`config.mk`:
```
export PLATFORM = sky130hd
export DESIGN_NAME = wav_sel_xfade
export DESIGN_NICKNAME = d
export VERILOG_FILES = /design/src/rtl/synth_pkg.sv /design/src/rtl/wav_sel_xfade_btn_edge.sv /design/src/rtl/wav_sel_xfade.sv
export SDC_FILE = /design/constraint.sdc
export NUM_CORES = 1
export LEC_CHECK = 0
export ABC_AREA = 0
export BUFFER_PORTS_ARGS = -buffer_cell sky130_fd_sc_hd__buf_2
export CAP_MARGIN = 10
export CORE_ASPECT_RATIO = 0.7
export CORE_UTILIZATION = 53
export CTS_CLUSTER_SIZE = 24
export DETAILED_ROUTE_END_ITERATION = 8
export PLACE_DENSITY = 0.72
export SYNTH_ARGS = -nofsm -noshare
export SYNTH_HDL_FRONTEND = slang
export SYNTH_SLANG_ARGS = --single-unit
export TNS_END_PERCENT = 10
```
`constraint.sdc`:
```
create_clock -name clk -period 15.9 [get_ports clk]
set_clock_uncertainty 0.15 [all_clocks]
set_input_delay 3.18 -clock clk [delete_from_list [all_inputs] [get_ports clk]]
set_output_delay 3.18 -clock clk [all_outputs]
set_load 0.05 [all_outputs]
```
`src/rtl/synth_pkg.sv`:
```
`default_nettype none
// +--------------------------------------------------------------------------+
// | synth_pkg : constants and helpers shared by the synth output path        |
// | Rev 1.0                                                                  |
// +--------------------------------------------------------------------------+
package synth_pkg;

    // Sample width shared with the LUT generators.
    localparam int SAMPLE_WIDTH = 8;

    localparam logic [0:0] ST_IDLE = 1'b0;
    localparam logic [0:0] ST_FADE = 1'b1;

    // $clog2 that never returns 0, so a single-entry index still has a bit.
    function automatic int clog2_min1(input int n);
        return (n <= 1) ? 1 : $clog2(n);
    endfunction

endpackage
`default_nettype wire

```
`src/rtl/wav_sel_xfade_btn_edge.sv`:
```
`default_nettype none
// +--------------------------------------------------------------------------+
// | btn_edge : 1-bit rising-edge detector; history resets high               |
// | Rev 1.0                                                                  |
// +--------------------------------------------------------------------------+
module btn_edge (
    input  logic clk,
    input  logic rst_n,
    input  logic level,
    output logic press
);

    logic r_prev;

    // History resets to 1 so a button held through reset does not fire.
    always_ff @(posedge clk or negedge rst_n) begin
        if (!rst_n) r_prev <= 1'b1;
        else        r_prev <= level;
    end

    assign press = level & ~r_prev;

endmodule
`default_nettype wire

```
`src/rtl/wav_sel_xfade.sv`:
```
`default_nettype none
// +--------------------------------------------------------------------------+
// | wav_sel_xfade : waveform selector with inc/dec stepping and crossfade    |
// | Rev 1.0                                                                  |
// +--------------------------------------------------------------------------+
module wav_sel_xfade
    import synth_pkg::*;
#(
    parameter int WIDTH     = SAMPLE_WIDTH,
    parameter int NUM_WAVES = 4,
    parameter int FADE_LOG2 = 4
) (
    input  logic                               clk,
    input  logic                               rst_n,
    input  logic                               sample_tick,
    input  logic [NUM_WAVES*WIDTH-1:0]         wav_in,
    input  logic                               inc,
    input  logic                               dec,
    output logic [clog2_min1(NUM_WAVES)-1:0]   sel,
    output logic                               busy,
    output logic [WIDTH-1:0]                   wav_out,
    output logic                               wav_valid
);

    localparam int SW = clog2_min1(NUM_WAVES);
    localparam int KW = (FADE_LOG2 > 0) ? FADE_LOG2 : 1;
    localparam int MW = WIDTH + FADE_LOG2 + 1;
    localparam logic [SW-1:0] SEL_LAST = SW'(NUM_WAVES - 1);
    localparam logic [KW-1:0] K_LAST   = KW'((1 << FADE_LOG2) - 1);
    localparam logic [MW-1:0] K_FULL   = MW'(1) << FADE_LOG2;

    logic [0:0]    r_state;
    logic [SW-1:0] r_src;
    logic [KW-1:0] r_k;

    logic          w_inc_press;
    logic          w_dec_press;
    logic [SW-1:0] w_inc_tgt;
    logic [SW-1:0] w_dec_tgt;
    logic [SW-1:0] w_target;
    logic [WIDTH-1:0] w_sel_wave;
    logic [WIDTH-1:0] w_src_wave;
    logic [MW-1:0]    w_mix;

    btn_edge u_inc_edge (.clk(clk), .rst_n(rst_n), .level(inc), .press(w_inc_press));
    btn_edge u_dec_edge (.clk(clk), .rst_n(rst_n), .level(dec), .press(w_dec_press));

    assign w_inc_tgt = (sel == SEL_LAST) ? '0 : sel + 1'b1;
    assign w_dec_tgt = (sel == '0) ? SEL_LAST : sel - 1'b1;

    // Simultaneous inc+dec cancel out: target falls back to the current sel.
    always_comb begin
        w_target = sel;
        if (w_inc_press && !w_dec_press)      w_target = w_inc_tgt;
        else if (w_dec_press && !w_inc_press) w_target = w_dec_tgt;
    end

    assign w_sel_wave = wav_in[int'(sel)   * WIDTH +: WIDTH];
    assign w_src_wave = wav_in[int'(r_src) * WIDTH +: WIDTH];

    assign w_mix = ( MW'(w_src_wave) * (K_FULL - MW'(r_k))
                   + MW'(w_sel_wave) * MW'(r_k) ) >> FADE_LOG2;

    always_ff @(posedge clk or negedge rst_n) begin
        if (!rst_n) begin
            r_state   <= ST_IDLE;
            sel       <= '0;
            r_src     <= '0;
            r_k       <= '0;
            busy      <= 1'b0;
            wav_out   <= '0;
            wav_valid <= 1'b0;
        end else begin
            wav_valid <= sample_tick;
            case (r_state)
                ST_IDLE: begin
                    if (sample_tick) wav_out <= w_sel_wave;
                    if (w_target != sel) begin
                        sel <= w_target;
                        if (FADE_LOG2 > 0) begin
                            r_src   <= sel;
                            r_k     <= '0;
                            r_state <= ST_FADE;
                            busy    <= 1'b1;
                        end
                    end
                end
                ST_FADE: begin
                    // Presses are ignored here; the edge detectors keep tracking.
                    if (sample_tick) begin
                        wav_out <= w_mix[WIDTH-1:0];
                        r_k     <= r_k + 1'b1;
                        if (r_k == K_LAST) begin
                            r_src   <= sel;
                            r_k     <= '0;
                            r_state <= ST_IDLE;
                            busy    <= 1'b0;
                        end
                    end
                end
                default: r_state <= ST_IDLE;
            endcase
        end
    end

endmodule
`default_nettype wire

```
Word level (Yosys, flattened, before mapping):

Index checks and enable logic that the tools add are counted.

* bits in registers: 21
* output and inout bits: 12

* add/subtract/negate cells: 5
* multipliers: 2
* eq/ne operators: 7
* shift operators: 2
* muxes and demuxes: 23
* bitwise logic cells: 5
* reduce and logical (&&, ||, !) cells: 9

Operator list (number)
* $shiftx 32x6->8: 2
* $mux 8: 2
* $pmux 8 s2: 1
* $mux 2: 7
* $add 12x12->12: 1
* $mul 8x4->12: 1
* $mul 9x6->12: 1
* $mux 4: 3
* $pmux 4 s2: 1
* $mux 1: 6
* $ne 2x2->1 const B: 3
* $reduce_and 2->1: 3
* $sub 5x4->6 const A: 1
* $add 4x1->4 const B: 1
* $eq 4x4->1 const B: 1
* $pmux 1 s2: 2
* $pmux 2 s2: 1
* $not 1->1: 3
* $reduce_and 3->1: 1
* $add 2x1->2 const B: 1
* $and 1x1->1: 2
* $eq 2x2->1 const B: 1
* $logic_and 1x1->1: 2
* $logic_not 1->1: 2
* 4 further kinds: 4

Longest topological paths before layout:

Gate-level depths: netlist of the first run.

* word-level depth: 9
* depth in mapped cells: 21
* mapped depth without buffers: 20

Cells and area by module:

From an unflattened synthesis of the first run, not the netlist that was laid out.

* cell total of the unflattened synthesis: 385
* area total of the unflattened synthesis: 3766.1 um^2

By module, submodules not included
* wav_sel_xfade: instances 1, cells each 381, area an instance 3686.0 um^2
* btn_edge: instances 2, cells each 2, area an instance 40.0 um^2

Worst setup path before layout of the first run:

No wires, ideal clock.

* path kind: input port to flip-flop
* from: input port wav_in[25]
* to: register wav_out[5]
* arrival time: 8.008 ns
* slack: 7.648 ns
* stages: 16
* buffers on the path: 0
* path through: mux4_2 -> and2_1 -> fa_1 -> fa_1 -> fa_1 -> inv_1 -> fa_1 -> fa_1 -> inv_1 -> ha_1 -> or3_2 -> a31oi_4 -> o31ai_4 -> a21boi_2 -> xor2_1 -> a221oi_2

* cells in the longest elaborated chain, start to end: 5
* elaborated cells on any way between the ends: 7
* classes of those cells: 1 x add/sub; 2 x mul; 2 x shift; 2 x mux

Ends and longest elaborated chain
* start: declaration: line wav_sel_xfade.sv:16 `input logic [NUM_WAVES*WIDTH-1:0] wav_in,`
* $shiftx 32x6->8 (on tied branches): line wav_sel_xfade.sv:59, wav_sel_xfade.sv:58
* $mul 9x6->12 / $mul 8x4->12 (equally long branches): line wav_sel_xfade.sv:61, wav_sel_xfade.sv:62
* $add 12x12->12 *: line wav_sel_xfade.sv:62 `+ MW'(w_sel_wave) * MW'(r_k) ) >> FADE_LOG2;`
* $mux 8 *: line wav_sel_xfade.sv:90 `if (sample_tick) begin`
* $pmux 8 s2 *: line wav_sel_xfade.sv:75 `case (r_state)`
* end signal: assignment: line wav_sel_xfade.sv:77 `if (sample_tick) wav_out <= w_sel_wave;`
* end signal: assignment: line wav_sel_xfade.sv:91 `wav_out <= w_mix[WIDTH-1:0];`
* end: declaration: line wav_sel_xfade.sv:21 `output logic [WIDTH-1:0] wav_out,`

Every way passes the cells marked *; elsewhere a longest branch is shown, timed or not. The select of a mux whose other input is x is not followed.
A chain may end at the register's enable or synchronous reset.

Worst setup path after layout of the first run:

* from: input port wav_in[27]
* to: register wav_out[2]

The elaborated chain is that of the path after synthesis.

==> results of run 1 <==
[final cells by class]
| cell class | count | area, um2 | share of cell area |
|---|---|---|---|
| clock buffers | 4 | 45.0 | 0.0110 |
| inverters | 69 | 259 | 0.0633 |
| multi-input cells | 282 | 2900 | 0.709 |
| flip-flops and latches | 21 | 528 | 0.129 |
| well taps | 94 | 118 | 0.0287 |
| repair buffers | 48 | 240 | 0.0587 |
[how the worst max path moves through the flow]
stage / start / slack [ps] / end / cells past startpoint
floorplan: wav_in[25] / 7650 / wav_out[5] / 16
global placement: wav_in[27] / 7230 / wav_out[7] / 19
detailed placement: wav_in[27] / 7190 / wav_out[7] / 19
CTS: wav_in[27] / 7460 / wav_out[7] / 19
global route: wav_in[27] / 7210 / wav_out[7] / 19
finish: wav_in[27] / 7480 / wav_out[2] / 17
[synth_stat cells, types with 2 or more instances]
cell type,instances
sky130_fd_sc_hd__nand3b_1,2
sky130_fd_sc_hd__mux2i_1,7
sky130_fd_sc_hd__and2_2,4
sky130_fd_sc_hd__mux4_1,6
sky130_fd_sc_hd__clkbuf_1,10
sky130_fd_sc_hd__dfstp_2,2
sky130_fd_sc_hd__xnor2_1,9
sky130_fd_sc_hd__nor2_1,17
sky130_fd_sc_hd__a31oi_1,2
sky130_fd_sc_hd__mux4_2,10
sky130_fd_sc_hd__o21ai_0,12
sky130_fd_sc_hd__buf_1,2
sky130_fd_sc_hd__xor2_1,2
sky130_fd_sc_hd__mux2_2,3
sky130_fd_sc_hd__dfrtp_1,19
sky130_fd_sc_hd__nand3_1,5
sky130_fd_sc_hd__o21a_1,3
sky130_fd_sc_hd__and2_1,36
sky130_fd_sc_hd__nor2b_1,4
sky130_fd_sc_hd__clkbuf_8,2
sky130_fd_sc_hd__a21o_1,2
sky130_fd_sc_hd__inv_1,69
sky130_fd_sc_hd__a21oi_1,13
sky130_fd_sc_hd__fa_1,45
sky130_fd_sc_hd__nand2_1,37
sky130_fd_sc_hd__ha_1,35
[cells in the final DEF (no fill, tap or decap), drive strengths merged, types with 3 or more instances in the layout]
cell type and instances:
inv 69, clkbuf 4, fa 45, ha 35, a31oi 3, mux2 3, nor2 18, mux2i 7
mux4 16, dfrtp 19, nand3 5, nand2 37, a21oi 14, nor2b 4, o21ai 12, and2 40
buf 48, xnor2 9, o21a 3
[metrics by stage]
stage / cells / hold WS (ps)
after floorplan: 388 / 450
after global placement: 514 / 340
after detailed placement: 514 / 348
after CTS: 518 / 374
after global routing: 518 / 408
final: 518 / 374
[registers in the layout, indices dropped and copies added (netlist names)]
| name | count |
|---|---|
| busy | 1 |
| r_k | 4 |
| r_src | 2 |
| r_state | 1 |
| sel | 2 |
| u_dec_edge.r_prev | 1 |
| u_inc_edge.r_prev | 1 |
| wav_out | 8 |
| wav_valid | 1 |
[logic make-up after synthesis]
| family | after synthesis | synth area share |
|---|---|---|
| adder cells (fa/ha/maj) | 80 | 0.354 |
| multiplexers | 26 | 0.129 |
| AO/OA/AOI/OAI | 49 | 0.0970 |
| XOR/XNOR | 12 | 0.0315 |
| AND/OR/NAND/NOR | 115 | 0.157 |
| buffers and inverters | 85 | 0.0921 |
| flip-flops | 21 | 0.140 |
[layer usage]
layer  global-route usage  up-vias
li1                     -     1343
met1                0.426     1350
met2                0.379      100
met3               0.0374        9
met4               0.0188        0
met5                    0        -
[worst max-delay path: stages]
cell,delay [ps]
sky130_fd_sc_hd__buf_2,100
sky130_fd_sc_hd__mux4_2,580
sky130_fd_sc_hd__and2_1,220
sky130_fd_sc_hd__fa_1,460
sky130_fd_sc_hd__fa_1,510
sky130_fd_sc_hd__fa_1,540
sky130_fd_sc_hd__inv_1,50
sky130_fd_sc_hd__fa_1,510
sky130_fd_sc_hd__fa_1,560
sky130_fd_sc_hd__inv_1,50
sky130_fd_sc_hd__ha_1,200
sky130_fd_sc_hd__or3_2,500
sky130_fd_sc_hd__a31oi_4,220
sky130_fd_sc_hd__o31a_2,190
sky130_fd_sc_hd__xnor2_1,190
sky130_fd_sc_hd__mux2i_1,200
sky130_fd_sc_hd__a21oi_1,180
==> impl_summary.md, run 1 <==
Run status
The flow ran to the end, and the final reports show no timing, DRC or antenna violations.

Setup path
The category of the most critical setup path is input port to flip-flop. At the worst endpoint, the arrival time is 8460 ps. The worst setup path is captured at a flip-flop. The worst setup path is launched from an input port. In this run the critical register-to-register path is captured at wav_out[2].

The maximum fanout along the worst path is 5. The worst register-to-register path begins at r_k[0]. The data required time of the critical path is about 16000 ps.

The setup check on the worst reg-to-reg path leaves a slack of 9480 ps. The depth of the most critical reg-to-reg path is 19.

Drt
Detailed routing placed a total of 586 um of wire on met3. The routed wire length is 8760 um. In the final routed layout, each cell accounts on average for 16.9 um.

Wire segments on met2 add up to 3580 um in the final route. In this run, the number of DRC markers left after iteration 0 of detailed routing was 238. The highest layer touched by signal routing is met4. The pre-antenna-repair detailed-routing pass consisted of 4 iterations.

The DRC violation count after routing is 0. The final route contains 2802 vias. The wire length the detailed router placed on met1 is 4540 um. Dividing the detail-routed via count by the number of cells gives 5.41. The residual antenna-violating net count after detailed routing is 0.

Clock network
The number of H-tree levels is 1. For this design, the sink count on the clock tree is 21. The latest clock arrival within the worst-skew pair is 260 ps. After clock tree synthesis, the flow added hold-fix buffers numbering 0. Buffers inserted during clock tree synthesis total 3. The tree is rooted in a sky130_fd_sc_hd__clkbuf_8. The TritonCTS clock tree is yes. After clock tree synthesis, the clock-pin slew on the worst setup and hold paths is 70 ps. After clock tree synthesis, the setup repair step added 0 buffers.

No sink is reached through more buffers than the 2 on the longest clock path. The number of resized instances in the post-cts repair step is 0.

Final layout
From synthesis to final layout, the design area changed by 8.31%. The count of filler cells inserted in the layout is 636. The final layout net count is 542. The fraction of layout instances using a drive strength above 1 is 0.191.

0 antenna diodes ended up in the layout. The final cell utilization of the core is 0.600. The design area is a little over 4000 um2.

Yosys
The distinct cell type count of the synthesized netlist is 56. The largest total area in the synthesized netlist belongs to sky130_fd_sc_hd__fa_1. When the netlist entered floorplanning its net count stood at 505. In the synthesized netlist, the number of instances is between 300 and 400. In this run, synthesis inferred 0 flip-flops with an integrated enable. Of the synthesized area, sequential elements account for 0.140. The area fraction of the dominant cell type after synthesis is 0.238.

The synthesized design contains 21 register bits. After synthesis, the share of flip-flops with an asynchronous set or reset is 1.00. Among all flip-flop cells after synthesis, the most frequent one is sky130_fd_sc_hd__dfrtp_1.

During synthesis, Yosys emitted a total of 0 warnings. The post-synthesis cell area is 3780 um2. The mean cell area of the mapped netlist is 9.74 um2. By area the synthesized netlist is led by sky130_fd_sc_hd__fa_1 (24%), sky130_fd_sc_hd__dfrtp_1 (13%), sky130_fd_sc_hd__ha_1 (12%).

Timing
Setup repair after global routing left no endpoint under its margin. The relative max-transition margin is 0.413. The final-layout setup total negative slack is 0 ps. The total count of hold-check failures in the final report is 0.

Dividing the final minimum period by the clock period gives 0.530. Counting I/O delays and the setup requirement, the final critical path takes 8420 ps. Setup violations remaining at the end of the flow were counted as 0. The number of pins with negative max-slew slack in the final report came to 0. The worst-case setup margin in the final layout is roughly 7500 ps. Based on the critical path, the design can be clocked at up to 119 MHz. At the pin with the least slew margin, the transition time is roughly 880 ps.

Floorplan
The area of the core region is just under 7000 um2. The number of placement rows is 25. The initial utilization of the core area, before any placement, comes to 0.554. The total I/O pin count is between 40 and 50.

The floorplan die height is 72.6 um. The full die area is 7480 um2. The horizontal die dimension is around 100 um.

Global route
Entering global routing, the biggest net connects 22 pins. The first global-routing pass estimated 14400 um of wire. The number of global-route vias before repair came to approximately 2800. In the global route stage, overall resource usage came out at 0.260.

The initial antenna violation count was 0. The total overflow left after global routing is 0.

Placed design
Prior to clock tree synthesis, the placed netlist has a worst setup slack of roughly 7200 ps. At the end of routability-driven placement, the weighted congestion stood at about 0.83. The half-perimeter wire length of the detailed placement result is 7310 um.

Summing all placed instances gives a cell area of between 4000 and 5000 um2. The count of buffers inserted at the top-level ports is between 40 and 50.

Worst hold path
In this run the worst hold path is classified as flip-flop to flip-flop. The worst hold path begins at wav_out[1]. The end point of the most critical hold path is wav_out[1].

Along the worst hold path, the cell count comes to 1.

Job
Max-cap violations in this run came to 0.
Power of run 1 is left out: the tool's default activity adds up to more than one toggle a clock period on the data nets, which glitch-free logic cannot reach.
==> inputs of run 2 (changes only) <==
==> constraint.sdc (replaced) <==
create_clock -name clk -period 7.8 [get_ports clk]
set_clock_uncertainty 0.15 [all_clocks]
set_input_delay 1.56 -clock clk [delete_from_list [all_inputs] [get_ports clk]]
set_output_delay 1.56 -clock clk [all_outputs]
set_load 0.05 [all_outputs]
==> run 2 against run 1 <==
Register-to-register slack got worse by 8000 ps; clock-buffer cell count unchanged; first-iteration DRC count decreased by 5.0%; die area unchanged; global-route usage decreased by 0.62 points; sequential cell count unchanged; worst setup slack got worse by 6500 ps; non-clock buffer count increased by 1; via count increased by 1.2%; hold slack got worse by 7.1 ps; final area increased by 0.18%; critical path type unchanged; highest routed layer unchanged.
==> impl_summary.md, run 2 (same netlist as run 1, synthesis figures left out) <==
Clock network
The number of buffers created by CTS is 3. The clock root buffer is sky130_fd_sc_hd__clkbuf_8. Post-CTS timing repair inserted 0 buffers for setup. The number of resized instances in the post-cts repair step is 0. The cts-stage hold buffer count is 0. The clock slew at the register clock pins of the worst setup and hold paths is 80 ps.

In this run the number of H-tree levels came out at 1. The latest clock arrival within the worst-skew pair is roughly 260 ps. TritonCTS built the clock tree. Clock tree synthesis found a total of 21 sinks.

No sink is reached through more buffers than the 2 on the longest clock path.

Timing
The share of the clock period used by the worst path after layout is 0.873. The number of pins with negative max-slew slack in the final report is 0. For the finished layout, the period the worst path requires is between 6000 and 7000 ps.

Setup repair after global routing left no endpoint under its margin. At the pin with the least slew margin, the transition time is a little over 800 ps. Timing would allow up to 147 MHz. The final setup violation count is 0. The total count of hold-check failures in the final report is 0.

The final-layout setup total negative slack is 0 ps. The relative max-transition margin is 0.452.

Global route
The first global-routing pass estimated 14200 um of wire. The number of global-route vias before repair is 2776. The aggregate global-route resource usage is 0.254. The initial antenna violation count came to 0. The total overflow left after global routing is 0. Entering global routing, the biggest net connects 22 pins.

Setup path
The origin of the critical flop-to-flop path is sel[0]. The slack of the worst reg-to-reg path is approximately 1500 ps. In this design, the largest share of critical-path delay is due to adder cells. The delay contributed by the slowest stage of the critical path is approximately 570 ps. The category of the most critical setup path is input port to flip-flop. Data arrives at the worst endpoint at about 6800 ps. The combined buffer and inverter count along the critical path is 5. The critical path goes through buf_2 > mux4_2 > and2_1 > fa_1 > inv_1 > fa_1 > inv_1 > fa_1 > fa_1 > inv_1 > fa_1 > inv_1 > ha_1 > a21oi_1 > o21ai_0 > a21o_1 > a21oi_4 > mux2i_1 > a211oi_2. In this run the critical register-to-register path is captured at wav_out[7]. The category of the worst setup path launch point is an input port.

The count of cell instances traversed by the critical path is 19. The start point of the critical path is wav_in[27]. The largest individual stage delay along the critical path comes from the cell sky130_fd_sc_hd__mux4_2.

The worst setup path is captured at a flip-flop. Following the worst setup path forward leads to its endpoint at wav_out[7]. The data required time of the critical path is between 7000 and 8000 ps. The cell seen most often among critical-path stages is sky130_fd_sc_hd__fa_1. The number of cells on the worst reg-to-reg path is 18. Along the worst path, the maximum fanout reaches 5.

Placed design
At the end of routability-driven placement, the weighted congestion stood at approximately 0.85. Once detailed placement completed, the half-perimeter wirelength came to 7190 um. Once placement completed, the tool counted placed cells totaling 515. The count of buffers inserted at the top-level ports is 48.

Final layout
Leaving out fill and tap cells, the most frequent cell in the layout is sky130_fd_sc_hd__inv_1. Relative to the synthesized area, the layout overhead comes to 8.51%. The largest registers in the layout are wav_out (8), r_k (4). In the final layout, the share of cells above drive strength 1 is 0.193.

The number of flip-flops in the largest register is 8. The filler-free cell count of the finished design is 519. More flip-flops sit in one register than any other, and that register is wav_out. The repair_antennas step left the layout with diodes totalling 0. The final layout net count is between 500 and 600. Leaving out fill and tap cells, the most frequent cells in the layout are sky130_fd_sc_hd__inv_1 (69), sky130_fd_sc_hd__buf_2 (48), sky130_fd_sc_hd__fa_1 (45).

Floorplan
The floorplan die height is 72.6 um. The horizontal die dimension is 103 um. The area of the core region is 6820 um2. The full die area is 7480 um2. The number of placement rows is 25. The total I/O pin count is 49. The initial utilization of the core area, before any placement, comes to 0.554.

Drt
The detail route stage leaves a number of antenna-violating nets equal to 0. After detailed routing, the average wire length per cell comes to ~17 um. The via count is ~2800. In this run, the number of DRC markers left after iteration 0 of detailed routing was 226. For this run, design rule violations remaining after detail routing come to 0.

After detailed routing, the number of vias per cell comes to 5.46. The routed wire length is 8570 um. The number of detailed-routing iterations run before antenna repair is 4.

Worst hold path
The number of cells on the worst hold path is 1. The worst min-delay path category is flip-flop to flip-flop. The startpoint identified for the worst hold timing path is wav_out[1].

Run status
The run finished with clean final reports.

Job
The tool flagged a number of max-cap violations equal to 0.
[run 2: cell types whose count changed in the layout (fill, tap and decap cells not counted)]
cell | previous run | this run
sky130_fd_sc_hd__buf_4 | 0 | 1
[run 2: cell type report]
class | count | area, um2
clock buffer | 4 | 45.0
sequential | 21 | 528
inverter | 69 | 259
fill | 601 | 2720
multi-input combinational | 282 | 2900
timing repair buffer | 49 | 248
tap | 94 | 118
[run 2: how the worst min path moves through the flow]
stage	to	slack [ps]
floorplan	r_k[0]	450
global placement	wav_out[1]	340
detailed placement	wav_out[1]	340
CTS	wav_out[1]	370
global route	wav_out[1]	390
finish	wav_out[1]	370
[run 2: stage by stage]
stage	cell area (um2)	utilization	worst slack [ps]	hold slack, ps
6_report	4100	0.601	987	367
5_1_grt	4100	0.601	749	393
4_1_cts	4100	0.601	991	367
3_5_place_dp	4060	0.595	699	341
3_3_place_gp	4060	0.595	749	340
2_1_floorplan	3780	-	1170	450
[run 2: layer usage]
metal	wire length, um	global-route usage	vias to the layer above
li1	-	-	1345
met1	4410	0.403	1393
met2	3410	0.347	93
met3	715	0.0824	4
met4	42	0.0235	0
met5	0	0	-
Power of run 2 is left out for the same reason.
==> inputs of run 3 (changes only) <==
--- a/config.mk
+++ b/config.mk
@@ -5,7 +5,7 @@
 export SDC_FILE = /design/constraint.sdc
 export NUM_CORES = 1
 export LEC_CHECK = 0
-export ABC_AREA = 0
+export ABC_AREA = 1
 export BUFFER_PORTS_ARGS = -buffer_cell sky130_fd_sc_hd__buf_2
 export CAP_MARGIN = 10
 export CORE_ASPECT_RATIO = 0.7
==> run 3 against run 2 <==
Maximum frequency is 4.5% higher; area after synthesis grew 5.2%; cell count up 36%; sequential share of layout area is 0.53 points lower; final area grew 4.3%; register-to-register slack got worse by 40 ps; non-clock buffer count unchanged; clock-buffer cell count shrank 1; critical endpoint is now wav_out[5]; largest cell class unchanged.
==> impl_summary.md, run 3 <==
Timing
The pin slew with the least headroom to its limit is 798 ps. Based on the critical path, the design can be clocked at up to 153 MHz. Final hold analysis gives a worst-case slack of 336 ps. Setup repair after global routing left no endpoint under its margin. The final setup violation count is 0.

The final critical delay including setup and external delays is between 6000 and 7000 ps. The number of pins with negative max-slew slack in the final report is 0. The final-layout setup total negative slack is 0 ps. The total count of hold-check failures in the final report is 0.

The share of the clock period used by the worst path after layout is 0.836. The worst-case setup margin in the final layout is 1280 ps. In this run the tightest slew margin relative to its limit is 0.468.

Run status
The run finished with clean final reports.

Drt
The number of detailed-routing iterations run before antenna repair is 5. The vias per cell is 5.38. The DRC violation count after routing is 0. The routed wire length is 10600 um. The wire length per cell is approximately 15 um. The via count is 3806. The residual antenna-violating net count after detailed routing is 0. For this block, the initial DRC count from the detailed router was between 200 and 300.

Worst hold path
The startpoint of the worst hold path is busy. The number of cells on the worst hold path is 2. The worst min-delay path category is flip-flop to flip-flop.

The end point of the most critical hold path is busy.

Yosys
The most used flip-flop cell after synthesis is sky130_fd_sc_hd__dfrtp_1. Yosys attributes the largest share of cell area to sky130_fd_sc_hd__fa_1 (23%), sky130_fd_sc_hd__nand2_1 (15%), sky130_fd_sc_hd__dfrtp_1 (12%). Of the post-synthesis cell area, the dominant cell type holds 0.227. The net count after synthesis is 691. The library cell with the largest summed area after synthesis is sky130_fd_sc_hd__fa_1.

After synthesis, the share of flip-flops with an asynchronous set or reset is 1.00. The mean cell area of the mapped netlist is 6.92 um2. For this run, the register share of the synthesized area comes to 0.133. In this run the cell area of the synthesized design comes to just under 4000 um2. The synthesized design contains 0 enable-type register cells.

The synthesis warning total is 0. The commonest cells after synthesis are sky130_fd_sc_hd__nand2_1 (159), sky130_fd_sc_hd__inv_1 (99), sky130_fd_sc_hd__nand3_1 (62). The most instantiated library cell after synthesis is sky130_fd_sc_hd__nand2_1.

The distinct cell type count of the synthesized netlist is 36. In this run, synthesis produced a sequential element count of 21. Synthesis produced a netlist whose cell count is 574.

Final layout
In the final layout, the share of cells above drive strength 1 is 0.131. The final cell utilization of the core is 0.587. Compared with the post-synthesis result, the final layout area differs by 7.59%. The number of flip-flops in the largest register is 8. The count of antenna diodes in the layout is 0. More flip-flops sit in one register than any other, and that register is wav_out.

The final layout contains 727 nets. The count of filler cells inserted in the layout is ~680. The most common library cell in the layout ignoring fill and taps is sky130_fd_sc_hd__nand2_1. The footprint of the multi-input gates is a little under 3000 um2. Across the whole layout, storage elements account for 528 um2.

The largest registers in the layout are wav_out (8), r_k (4). In the layout the commonest cells are sky130_fd_sc_hd__nand2_1 (159), sky130_fd_sc_hd__inv_1 (99), sky130_fd_sc_hd__nand3_1 (62).

Clock network
The number of resized instances in the post-cts repair step is 0. After clock tree synthesis, the clock-pin slew on the worst setup and hold paths is about 80 ps. The count of clock tree sinks is 21. TritonCTS created 3 clock buffers. At the later pin of the worst-skew pair, clock insertion delay measures 260 ps. The number of H-tree levels is 1.

The number of buffers added for setup after CTS is 0. The cts-stage hold buffer count is 0. In this run the deepest clock path goes through 2 buffers. The root buffer cell chosen for the clock tree is sky130_fd_sc_hd__clkbuf_8. The TritonCTS clock tree is yes.

Setup path
The capturing element type of the critical path is a flip-flop. The category of the worst setup path launch point is an input port. The depth of the most critical reg-to-reg path is 23. Setup slack on the worst reg-to-reg path comes out at 1450 ps. The maximum fanout along the worst path is 5. For the worst setup path, the data arrival time is about 6500 ps. The worst register-to-register path begins at sel[0]. The critical path is of the input port to flip-flop type.

STA puts the critical path data required time at slightly below 8000 ps. In this run the critical register-to-register path is captured at wav_out[5].

Global route
The initial antenna violation count is 0. The number of global-route vias before repair is 3780. The first global-routing pass estimated 17800 um of wire. The aggregate global-route resource usage is 0.290. Entering global routing, the biggest net connects 25 pins. The remaining global-route overflow is 0.

Placed design
The wire-length estimate of the detail-placed layout is 8820 um. OpenSTA, run right after detailed placement, puts the worst setup slack at 1070 ps. In this run the tool buffered the top-level ports with 48 buffer cells. Routability-driven placement finished with a final weighted congestion of just over 0.9.

Floorplan
The die is about 74 um tall. The area of the core region is 7290 um2. The floorplan has 26 rows. The initial utilization of the core area, before any placement, comes to 0.545.

The horizontal die dimension is 105 um. 49 I/O pins were placed. The floorplan step defined a die boundary enclosing 7850 um2.

Job
The max-capacitance violation count is 0.
[run 3: cell types whose count changed after synthesis, sizes merged, moves of 10 or more]
cell / change
o21ai: +11
nor2: +35
mux4: -16
buf: +10
inv: +41
nand3: +61
nand2: +127
and2: -40
[run 3: cell families after synthesis]
kind of cell	after synthesis	share of synthesized area
xor gates and xnor gates	8	0.0176
buffers and inverters	128	0.134
DFF	21	0.133
AOI/OAI and AO/OA	45	0.0677
adders and majority gates	80	0.337
and+or+nand+nor	292	0.311
[run 3: routing by layer]
| metal | vias up | track usage | wire, um |
|---|---|---|---|
| met5 | - | 0 | 0 |
| met4 | 0 | 0.0509 | 111 |
| met3 | 12 | 0.0316 | 1000 |
| met2 | 173 | 0.500 | 4620 |
| met1 | 1783 | 0.407 | 4840 |
| li1 | 1838 | - | - |
[run 3: final cells by class]
cell class,instances,share of cell area
inverters,110,0.0972
clock inverters,1,0.00117
multi-input cells,425,0.682
flip-flops and latches,21,0.124
well taps,98,0.0287
clock buffers,3,0.00966
repair buffers,49,0.0579
[run 3: per-stage QoR]
step	area, um2	cells
after floorplan	3970	574
final	4280	707
after CTS	4280	707
after global routing	4280	707
after detailed placement	4230	703
after global placement	4230	703
[run 3: worst max-delay path by stage]
| stage | from | to | slack, ps | cells past startpoint |
|---|---|---|---|---|
| global route | wav_in[9] | wav_out[3] | 1040 | 20 |
| global placement | wav_in[9] | wav_out[3] | 1120 | 20 |
| CTS | wav_in[9] | wav_out[5] | 1350 | 23 |
| finish | wav_in[9] | wav_out[5] | 1280 | 23 |
| floorplan | wav_in[28] | wav_out[6] | 1700 | 22 |
| detailed placement | wav_in[9] | wav_out[3] | 1070 | 20 |
[run 3: worst max-delay path, stage by stage]
cell                       delay (ps)
sky130_fd_sc_hd__buf_2            100
sky130_fd_sc_hd__a21oi_1          120
sky130_fd_sc_hd__o21ai_1          120
sky130_fd_sc_hd__nand2_1          260
sky130_fd_sc_hd__nor2_1           110
sky130_fd_sc_hd__fa_1             530
sky130_fd_sc_hd__fa_1             520
sky130_fd_sc_hd__fa_1             560
sky130_fd_sc_hd__inv_1             60
sky130_fd_sc_hd__fa_1             500
sky130_fd_sc_hd__fa_1             540
sky130_fd_sc_hd__inv_1             50
sky130_fd_sc_hd__ha_1             360
sky130_fd_sc_hd__a21oi_1          250
sky130_fd_sc_hd__nor2_1            70
sky130_fd_sc_hd__a211oi_1         230
sky130_fd_sc_hd__nand2_2          140
sky130_fd_sc_hd__nand2_1          100
sky130_fd_sc_hd__nand2_1           60
sky130_fd_sc_hd__nand2_1           70
sky130_fd_sc_hd__nand3_1           60
sky130_fd_sc_hd__nand2_1           90
sky130_fd_sc_hd__nand2_1           50
Power of run 3 is left out for the same reason.
